## src/rtl/mac15_scheduler.sv

```systemverilog
// Round-robin window scheduler sharing one accumulate15 path between
// NUM_REQ requesters, with in-order tag routing of returned results.
module mac15_scheduler #(
  parameter int NUM_REQ   = 3,
  parameter int DATA_W    = 32,
  parameter int TAP_COUNT = 15,
  parameter int TAG_DEPTH = 4
) (
  input  logic                      clk,
  input  logic                      rst_n,
  input  logic [NUM_REQ-1:0]        in_valid,
  input  logic [NUM_REQ*DATA_W-1:0] in_data,
  output logic [NUM_REQ-1:0]        in_ready,
  output logic                      mult_valid,
  output logic [DATA_W-1:0]         mult_data,
  input  logic                      acc_valid,
  input  logic [DATA_W-1:0]         acc_data,
  output logic [NUM_REQ-1:0]        res_valid,
  output logic [DATA_W-1:0]         res_data,
  output logic                      busy,
  output logic                      err_orphan
);

  localparam int IDX_W = $clog2(NUM_REQ);
  localparam int CNT_W = $clog2(TAP_COUNT + 1);
  localparam int PTR_W = $clog2(TAG_DEPTH);
  localparam int OCC_W = $clog2(TAG_DEPTH + 1);

  typedef enum logic {IDLE, BURST} state_e;

  state_e              state_q;
  logic [IDX_W-1:0]    grant_q;
  logic [IDX_W-1:0]    rr_ptr_q;
  logic [CNT_W-1:0]    beat_cnt_q;
  logic [IDX_W-1:0]    tag_q [TAG_DEPTH];
  logic [PTR_W-1:0]    wr_ptr_q;
  logic [PTR_W-1:0]    rd_ptr_q;
  logic [OCC_W-1:0]    occ_q;
  logic [OCC_W-1:0]    occ_d;
  logic                mult_valid_q;
  logic [DATA_W-1:0]   mult_data_q;
  logic [NUM_REQ-1:0]  res_valid_q;
  logic [DATA_W-1:0]   res_data_q;
  logic                err_q;

  logic [IDX_W-1:0]    sel_d;
  logic [IDX_W-1:0]    rr_next;
  logic                full;
  logic                empty;
  logic                accept;
  logic                push;
  logic                pop;
  logic                last_beat;

  assign full      = (occ_q == OCC_W'(TAG_DEPTH));
  assign empty     = (occ_q == '0);
  assign accept    = (state_q == BURST) && in_valid[grant_q];
  assign push      = (state_q == IDLE) && (|in_valid) && !full;
  assign pop       = acc_valid && !empty;
  assign last_beat = (beat_cnt_q == CNT_W'(TAP_COUNT - 1));
  assign rr_next   = (grant_q == IDX_W'(NUM_REQ - 1)) ?
                     '0 : grant_q + 1'b1;

  assign in_ready = (state_q == BURST) ?
                    (NUM_REQ'(1) << grant_q) : '0;

  // First valid requester at or after rr_ptr, wrapping modulo NUM_REQ
  always_comb begin
    logic             found;
    int               cand;
    logic [IDX_W-1:0] cand_w;
    sel_d  = rr_ptr_q;
    found  = 1'b0;
    cand   = 0;
    cand_w = '0;
    for (int k = 0; k < NUM_REQ; k++) begin
      cand = int'(rr_ptr_q) + k;
      if (cand >= NUM_REQ) cand = cand - NUM_REQ;
      cand_w = IDX_W'(cand);
      if (!found && in_valid[cand_w]) begin
        found = 1'b1;
        sel_d = cand_w;
      end
    end
  end

  always_comb begin
    occ_d = occ_q;
    unique case ({push, pop})
      2'b10:   occ_d = occ_q + 1'b1;
      2'b01:   occ_d = occ_q - 1'b1;
      default: occ_d = occ_q;
    endcase
  end

  always_ff @(posedge clk or negedge rst_n) begin
    if (!rst_n) begin
      state_q      <= IDLE;
      grant_q      <= '0;
      rr_ptr_q     <= '0;
      beat_cnt_q   <= '0;
      wr_ptr_q     <= '0;
      rd_ptr_q     <= '0;
      occ_q        <= '0;
      mult_valid_q <= 1'b0;
      mult_data_q  <= '0;
      res_valid_q  <= '0;
      res_data_q   <= '0;
      err_q        <= 1'b0;
      for (int i = 0; i < TAG_DEPTH; i++) tag_q[i] <= '0;
    end else begin
      mult_valid_q <= accept;
      if (accept)
        mult_data_q <= in_data[grant_q*DATA_W +: DATA_W];

      res_valid_q <= pop ? (NUM_REQ'(1) << tag_q[rd_ptr_q]) : '0;
      if (pop) begin
        res_data_q <= acc_data;
        rd_ptr_q   <= rd_ptr_q + 1'b1;
      end
      if (acc_valid && empty) err_q <= 1'b1;

      if (push) begin
        tag_q[wr_ptr_q] <= sel_d;
        wr_ptr_q        <= wr_ptr_q + 1'b1;
      end
      occ_q <= occ_d;

      unique case (state_q)
        IDLE: begin
          if (push) begin
            grant_q    <= sel_d;
            beat_cnt_q <= '0;
            state_q    <= BURST;
          end
        end
        BURST: begin
          if (accept) begin
            if (last_beat) begin
              state_q    <= IDLE;
              rr_ptr_q   <= rr_next;
              beat_cnt_q <= '0;
            end else begin
              beat_cnt_q <= beat_cnt_q + 1'b1;
            end
          end
        end
        default: state_q <= IDLE;
      endcase
    end
  end

  assign mult_valid = mult_valid_q;
  assign mult_data  = mult_data_q;
  assign res_valid  = res_valid_q;
  assign res_data   = res_data_q;
  assign busy       = (state_q == BURST) || !empty;
  assign err_orphan = err_q;

endmodule

```

## config.mk

```make
export PLATFORM = sky130hd
export DESIGN_NAME = mac15_scheduler
export DESIGN_NICKNAME = d
export VERILOG_FILES = /design/src/rtl/mac15_scheduler.sv
export SDC_FILE = /design/constraint.sdc
export NUM_CORES = 1
export LEC_CHECK = 0
export ABC_CLOCK_PERIOD_IN_PS = 2400
export BUFFER_PORTS_ARGS = -buffer_cell sky130_fd_sc_hd__buf_2
export CORE_AREA = 2 2 84 126
export DETAILED_ROUTE_END_ITERATION = 10
export DIE_AREA = 0 0 86 128
export PLACE_DENSITY = 0.79
export SYNTH_ARGS = -nofsm -noshare
export SYNTH_HDL_FRONTEND = slang
export SYNTH_SLANG_ARGS = --single-unit
```

## constraint.sdc

```tcl
create_clock -name clk -period 2.4 [get_ports clk]
set_input_delay 0.6 -clock clk [delete_from_list [all_inputs] [get_ports clk]]
set_output_delay 0.6 -clock clk [all_outputs]
set_load 0.02 [all_outputs]
```

==> metrics, run 1 <==
status=complete, no violations; Yosys cell types=44; Yosys reg bits=93; Tot Pwr=7.54 mW; antenna violations before repair=0; Tcrit/Tclk final=0.895; fin. max-slew vios=0; cts-stage hold buffer count=0; GR Util All Layers=0.213; crit path launch=grant_q[0]$_DFFE_PN0P_; EDFF count, synth=0; H-tree levels=3; DP Area=5800 um2; Avg Cell Area, Syn=9.18 um2; Post-Syn Instances=505; Core ar.=9970 um2; setup violators final=0; worst-path cell chain=buf_4, and3b_1, buf_2; port bufs=206; Chip Height=128 um; critical path's slowest cell=dfrtp_2; largest net degree at the start of global routing=45; Worst EP arrival=1550 ps; min-delay worst type=input pin to asynchronous set/reset pin; DIE WIDTH=86 um; Final #Nets=851; Fin Clk Skew=5.61 ps; Worst setup EP type=output pin; top_reg_cell synth=dfrtp_1; syn nets=651; filler cell count=860; first-pass GRT wire length=18.7 mm; MaxCap Viol Count=0; layout cells sized above 1=0.351; Worst-Margin Slew=1190 ps; WP buf/inv=2; Util after Layout=0.610; # IOs=207; Tmin final=2150 ps; area grow syn2layout=31.1%; CP Max Fanout=23; Sink Count=93; Site Rows=45; Warnings, synthesis=0; post-CTS setup buffers=0; RD Place Congestion=0.863; later-pin clock latency in the skew report=330 ps; number of global-route vias before repair=4121; reg2reg path depth=7; fmax=0.465 GHz; Multi-input gate area=2140 um2; die area=11000 um2; WL final=12.1 mm; final worst slack=251 ps; Setup crit start kind=flip-flop; reg-to-reg startpoint=rr_ptr_q[1]$_DFFE_PN0P_; CTS Buf Count=9; P per Cell Area=1240 nW/um2; commonest non-fill, non-tap cell in the layout=buf_2; GR Overflow Total=0; Seq/Total Area, Yosys=0.502; CTS tree=built; Finished Cell Area=6080 um2; dpl ws=102 ps; Initial DRT Pass Iterations=4; DR DRC count=0; unrepaired setup endpoints after global routing=false; hpwl dp=9.44 mm; CTS max path bufs=2; Vias/cell=5.04; Fin Setup TNS=0 ps; placed insts=811; delay of the slowest critical-path stage=450 ps; most frequent cells in the layout=buf_2, nand2_1, dfrtp_1; Worst VDD drop=702 uV; Required @ worst endpoint=1800 ps; Async SR Flop Fraction=1.00; Min Hold Slack=150 ps; synthesized cell area=4640 um2; root buf cell=clkbuf_16; FF/Latch Area=2330 um2; final std cells w/o fill=827; critical path class=flip-flop to output pin; Fin. Hold Viols=0; Detail Route Antenna Nets=0; Reg-to-Reg End=grant_q[0]$_DFFE_PN0P_; reg2reg setup slack=300 ps; initial detailed-routing violation count=162; DR vias=4172; Initial Util=0.465; post-CTS sizing=0; CP top delay family=buffers and inverters; DR WL/cell=14.6 um; Slew HR=0.204; Clock transition at path regs=70 ps; leakage power=3.21 nW; Ant. Diodes=0
-- how the worst max path moves through the flow --
stage | end | slack (ps) | cells past startpoint
6_report | in_ready[2] | 250 | 3
5_1_grt | mult_data[11]$_DFFE_PN0P_ | 170 | 3
4_1_cts | in_ready[2] | 250 | 3
3_5_place_dp | occ_q[2]$_DFFE_PN0P_ | 100 | 10
3_3_place_gp | occ_q[2]$_DFFE_PN0P_ | 130 | 10
2_1_floorplan | occ_q[1]$_DFFE_PN0P_ | 230 | 9
-- routing by layer --
layer  vias to the layer above  share of wire  track usage
met4                         0          0.028       0.0831
met2                       129           0.54        0.373
met5                         -              0            0
li1                       2089              -            -
met3                        25          0.045       0.0335
met1                      1929           0.39        0.261
-- synthesized netlist by cell type (3+ instances only) --
| cell | number | share of area |
|---|---|---|
| nand2_1 | 136 | 0.11 |
| dfrtp_1 | 93 | 0.50 |
| a21oi_1 | 41 | 0.044 |
| nor2_1 | 40 | 0.032 |
| o21ai_0 | 37 | 0.040 |
| mux2i_1 | 34 | 0.073 |
| clkbuf_1 | 13 | 0.011 |
| buf_2 | 12 | 0.013 |
| inv_1 | 12 | 0.0097 |
| ha_1 | 11 | 0.030 |
| nor2b_1 | 7 | 0.0094 |
| nor3_1 | 5 | 0.0054 |
| nor3b_1 | 5 | 0.0081 |
| a21boi_0 | 4 | 0.0065 |
| a41o_1 | 4 | 0.0086 |
| nand2b_1 | 4 | 0.0054 |
| xnor2_1 | 4 | 0.0076 |
| a21o_1 | 3 | 0.0049 |
| buf_1 | 3 | 0.0024 |
| nand3_1 | 3 | 0.0032 |
-- final cells by class --
class,instances,area share
clock buffer,9,0.0370
clock inverter,7,0.00947
multi-input combinational,370,0.352
sequential,93,0.383
timing repair buffer,218,0.187
tap,117,0.0241
inverter,13,0.00802
-- registers in the layout, indices dropped and copies added, names as in the netlist --
name / count
mult_valid: 1
state_q: 1
rd_ptr_q: 2
beat_cnt_q: 4
tag_q: 8
mult_data: 32
occ_q: 3
wr_ptr_q: 2
res_data: 32
err_orphan: 1
rr_ptr_q: 2
res_valid: 3
grant_q: 2
-- kinds of logic after synthesis --
kind of cell	after synthesis	synth area share
fa+ha+maj	12	0.0340
simple gates	209	0.188
compound gates	102	0.129
flops	93	0.502
buf+inv	42	0.0388
xor+xnor	6	0.0113
mux	41	0.0974
-- report_power, final --
part / switching, mW / internal [mW] / total [mW] / leakage, nW
Sequential: 0.414 / 2.23 / 2.64 / 1.15
Combinational: 2.23 / 1.34 / 3.57 / 1.92
Clock: 0.617 / 0.719 / 1.34 / 0.135
Total: 3.26 / 4.28 / 7.54 / 3.21
(Power assumes the default switching activity.)
==> run 2: changes to the inputs <==
==> config.mk (replaced) <==
export PLATFORM = sky130hd
export DESIGN_NAME = mac15_scheduler
export DESIGN_NICKNAME = d
export VERILOG_FILES = /design/src/rtl/mac15_scheduler.sv
export SDC_FILE = /design/constraint.sdc
export NUM_CORES = 1
export LEC_CHECK = 0
export ABC_CLOCK_PERIOD_IN_PS = 2000
export BUFFER_PORTS_ARGS = -buffer_cell sky130_fd_sc_hd__buf_2
export CORE_AREA = 2 2 93 113
export DETAILED_ROUTE_END_ITERATION = 10
export DIE_AREA = 0 0 95 115
export PLACE_DENSITY = 0.85
export SYNTH_ARGS = -nofsm -noshare
export SYNTH_HDL_FRONTEND = slang
export SYNTH_SLANG_ARGS = --single-unit
==> constraint.sdc (replaced) <==
create_clock -name clk -period 2 [get_ports clk]
set_input_delay 0.5 -clock clk [delete_from_list [all_inputs] [get_ports clk]]
set_output_delay 0.5 -clock clk [all_outputs]
set_load 0.02 [all_outputs]
==> metrics, run 2 (synthesis results as in run 1) <==
CP Max Fanout=6; DR WL/cell=15.1 um; min-delay worst type=input pin to asynchronous set/reset pin; Initial DRT Pass Iterations=5; Chip Height=115 um; area grow syn2layout=36.1%; Fin Clk Skew=6.73 ps; CTS max path bufs=2; Core ar.=9860 um2; critical path class=flip-flop to flip-flop; Min Hold Slack=80.1 ps; Detail Route Antenna Nets=0; CTS tree=built; status=complete, no violations; MaxCap Viol Count=0; DR vias=4353; reg2reg path depth=7; delay of the slowest critical-path stage=460 ps; initial detailed-routing violation count=193; Clock transition at path regs=70 ps; leakage power=3.29 nW; Fin. Hold Viols=0; Tmin final=1970 ps; worst-path cell chain=ha_1, and3b_1, nor4_2, o221ai_1, a31oi_2, buf_4, a21oi_1; later-pin clock latency in the skew report=330 ps; placed insts=823; DR DRC count=0; Slew HR=0.557; Required @ worst endpoint=2210 ps; reg-to-reg startpoint=rr_ptr_q[0]$_DFFE_PN0P_; GR Util All Layers=0.217; Tcrit/Tclk final=0.985; H-tree levels=3; crit path launch=rr_ptr_q[0]$_DFFE_PN0P_; first-pass GRT wire length=18.7 mm; Worst VDD drop=709 uV; Site Rows=40; Initial Util=0.470; critical path's slowest cell=dfrtp_2; fin. max-slew vios=0; # IOs=207; CTS Buf Count=9; die area=10900 um2; root buf cell=clkbuf_16; Worst EP arrival=2180 ps; antenna violations before repair=0; Reg-to-Reg End=tag_q[7]$_DFFE_PN0P_; Util after Layout=0.640; Final #Nets=860; Ant. Diodes=0; Vias/cell=5.16; reg2reg setup slack=30 ps; Fin Setup TNS=0 ps; Worst setup EP type=flip-flop; Sink Count=93; Tot Pwr=9.48 mW; final std cells w/o fill=844; layout cells sized above 1=0.384; commonest non-fill, non-tap cell in the layout=buf_2; number of global-route vias before repair=4158; DIE WIDTH=95 um; setup violators final=0; port bufs=206; filler cell count=792; largest net degree at the start of global routing=66; P per Cell Area=1500 nW/um2; hpwl dp=9.45 mm; Worst-Margin Slew=663 ps; Setup crit start kind=flip-flop; cts-stage hold buffer count=0; fmax=0.508 GHz; most frequent cells in the layout=buf_2, nand2_1, dfrtp_1; RD Place Congestion=0.914; GR Overflow Total=0; WL final=12.8 mm
## run 2: cell count changes in the layout (fill, tap and decap cells not counted), moves of 3 or more
cell	previous run	this run
ha_1	11	8
buf_4	12	18
dfrtp_2	1	4
dfrtp_1	92	89
inv_6	3	0
## run 2: how the worst max path moves through the flow
stage / slack (ps) / to
4_1_cts: 4 / tag_q[7]$_DFFE_PN0P_
6_report: 30 / tag_q[7]$_DFFE_PN0P_
3_5_place_dp: -150 / occ_q[2]$_DFFE_PN0P_
2_1_floorplan: 9 / occ_q[2]$_DFFE_PN0P_
5_1_grt: -50 / tag_q[3]$_DFFE_PN0P_
3_3_place_gp: -80 / occ_q[2]$_DFFE_PN0P_
## run 2: final cells by class
cell class	instances	area (um2)	area share
Inverter	13	52.6	0.00833
Sequential cell	93	2330	0.370
Clock inverter	4	47.5	0.00753
Tap cell	126	158	0.0250
Timing Repair Buffer	227	1230	0.195
Clock buffer	11	253	0.0400
Multi-Input combinational cell	370	2240	0.354
## run 2: power by group
| group | switching (mW) | internal (mW) | leakage [nW] | total, mW |
|---|---|---|---|---|
| logic | 2.81 | 1.77 | 2.00 | 4.58 |
| clock network | 0.679 | 1.03 | 0.147 | 1.70 |
| registers | 0.513 | 2.68 | 1.15 | 3.19 |
## run 2: per-layer routing
metal  share of wire  GRT usage  vias up  wire length [um]
met5               0          0        -                 0
met4           0.029      0.103        0               371
met3           0.055     0.0262       34               706
met2            0.53      0.392      167              6800
met1            0.38      0.255     2051              4880
li1                -          -     2101                 -
## run 2: worst max-delay path, delay by kind of cell (launching register included)
family / cells / cell delay (ps)
AO/OA/AOI/OAI: 3 / 440
buffers and inverters: 1 / 160
flip-flops: 1 / 460
AND/OR/NAND/NOR: 2 / 500
adder cells (fa/ha/maj): 1 / 280
## run 2: what timing repair did
item	4_1_cts	5_1_grt
setup endpoints to repair	12	39
pin swaps	1	11
gates resized for setup	7	19
setup buffers	0	6
## run 2: through the flow
stage / worst slack, ps / area, um2
after floorplan: 9.00 / 4650
after global placement: -79.5 / 5860
after detailed placement: -153 / 5860
after CTS: 3.78 / 6180
after global routing: -50.7 / 6310
final: 29.8 / 6310
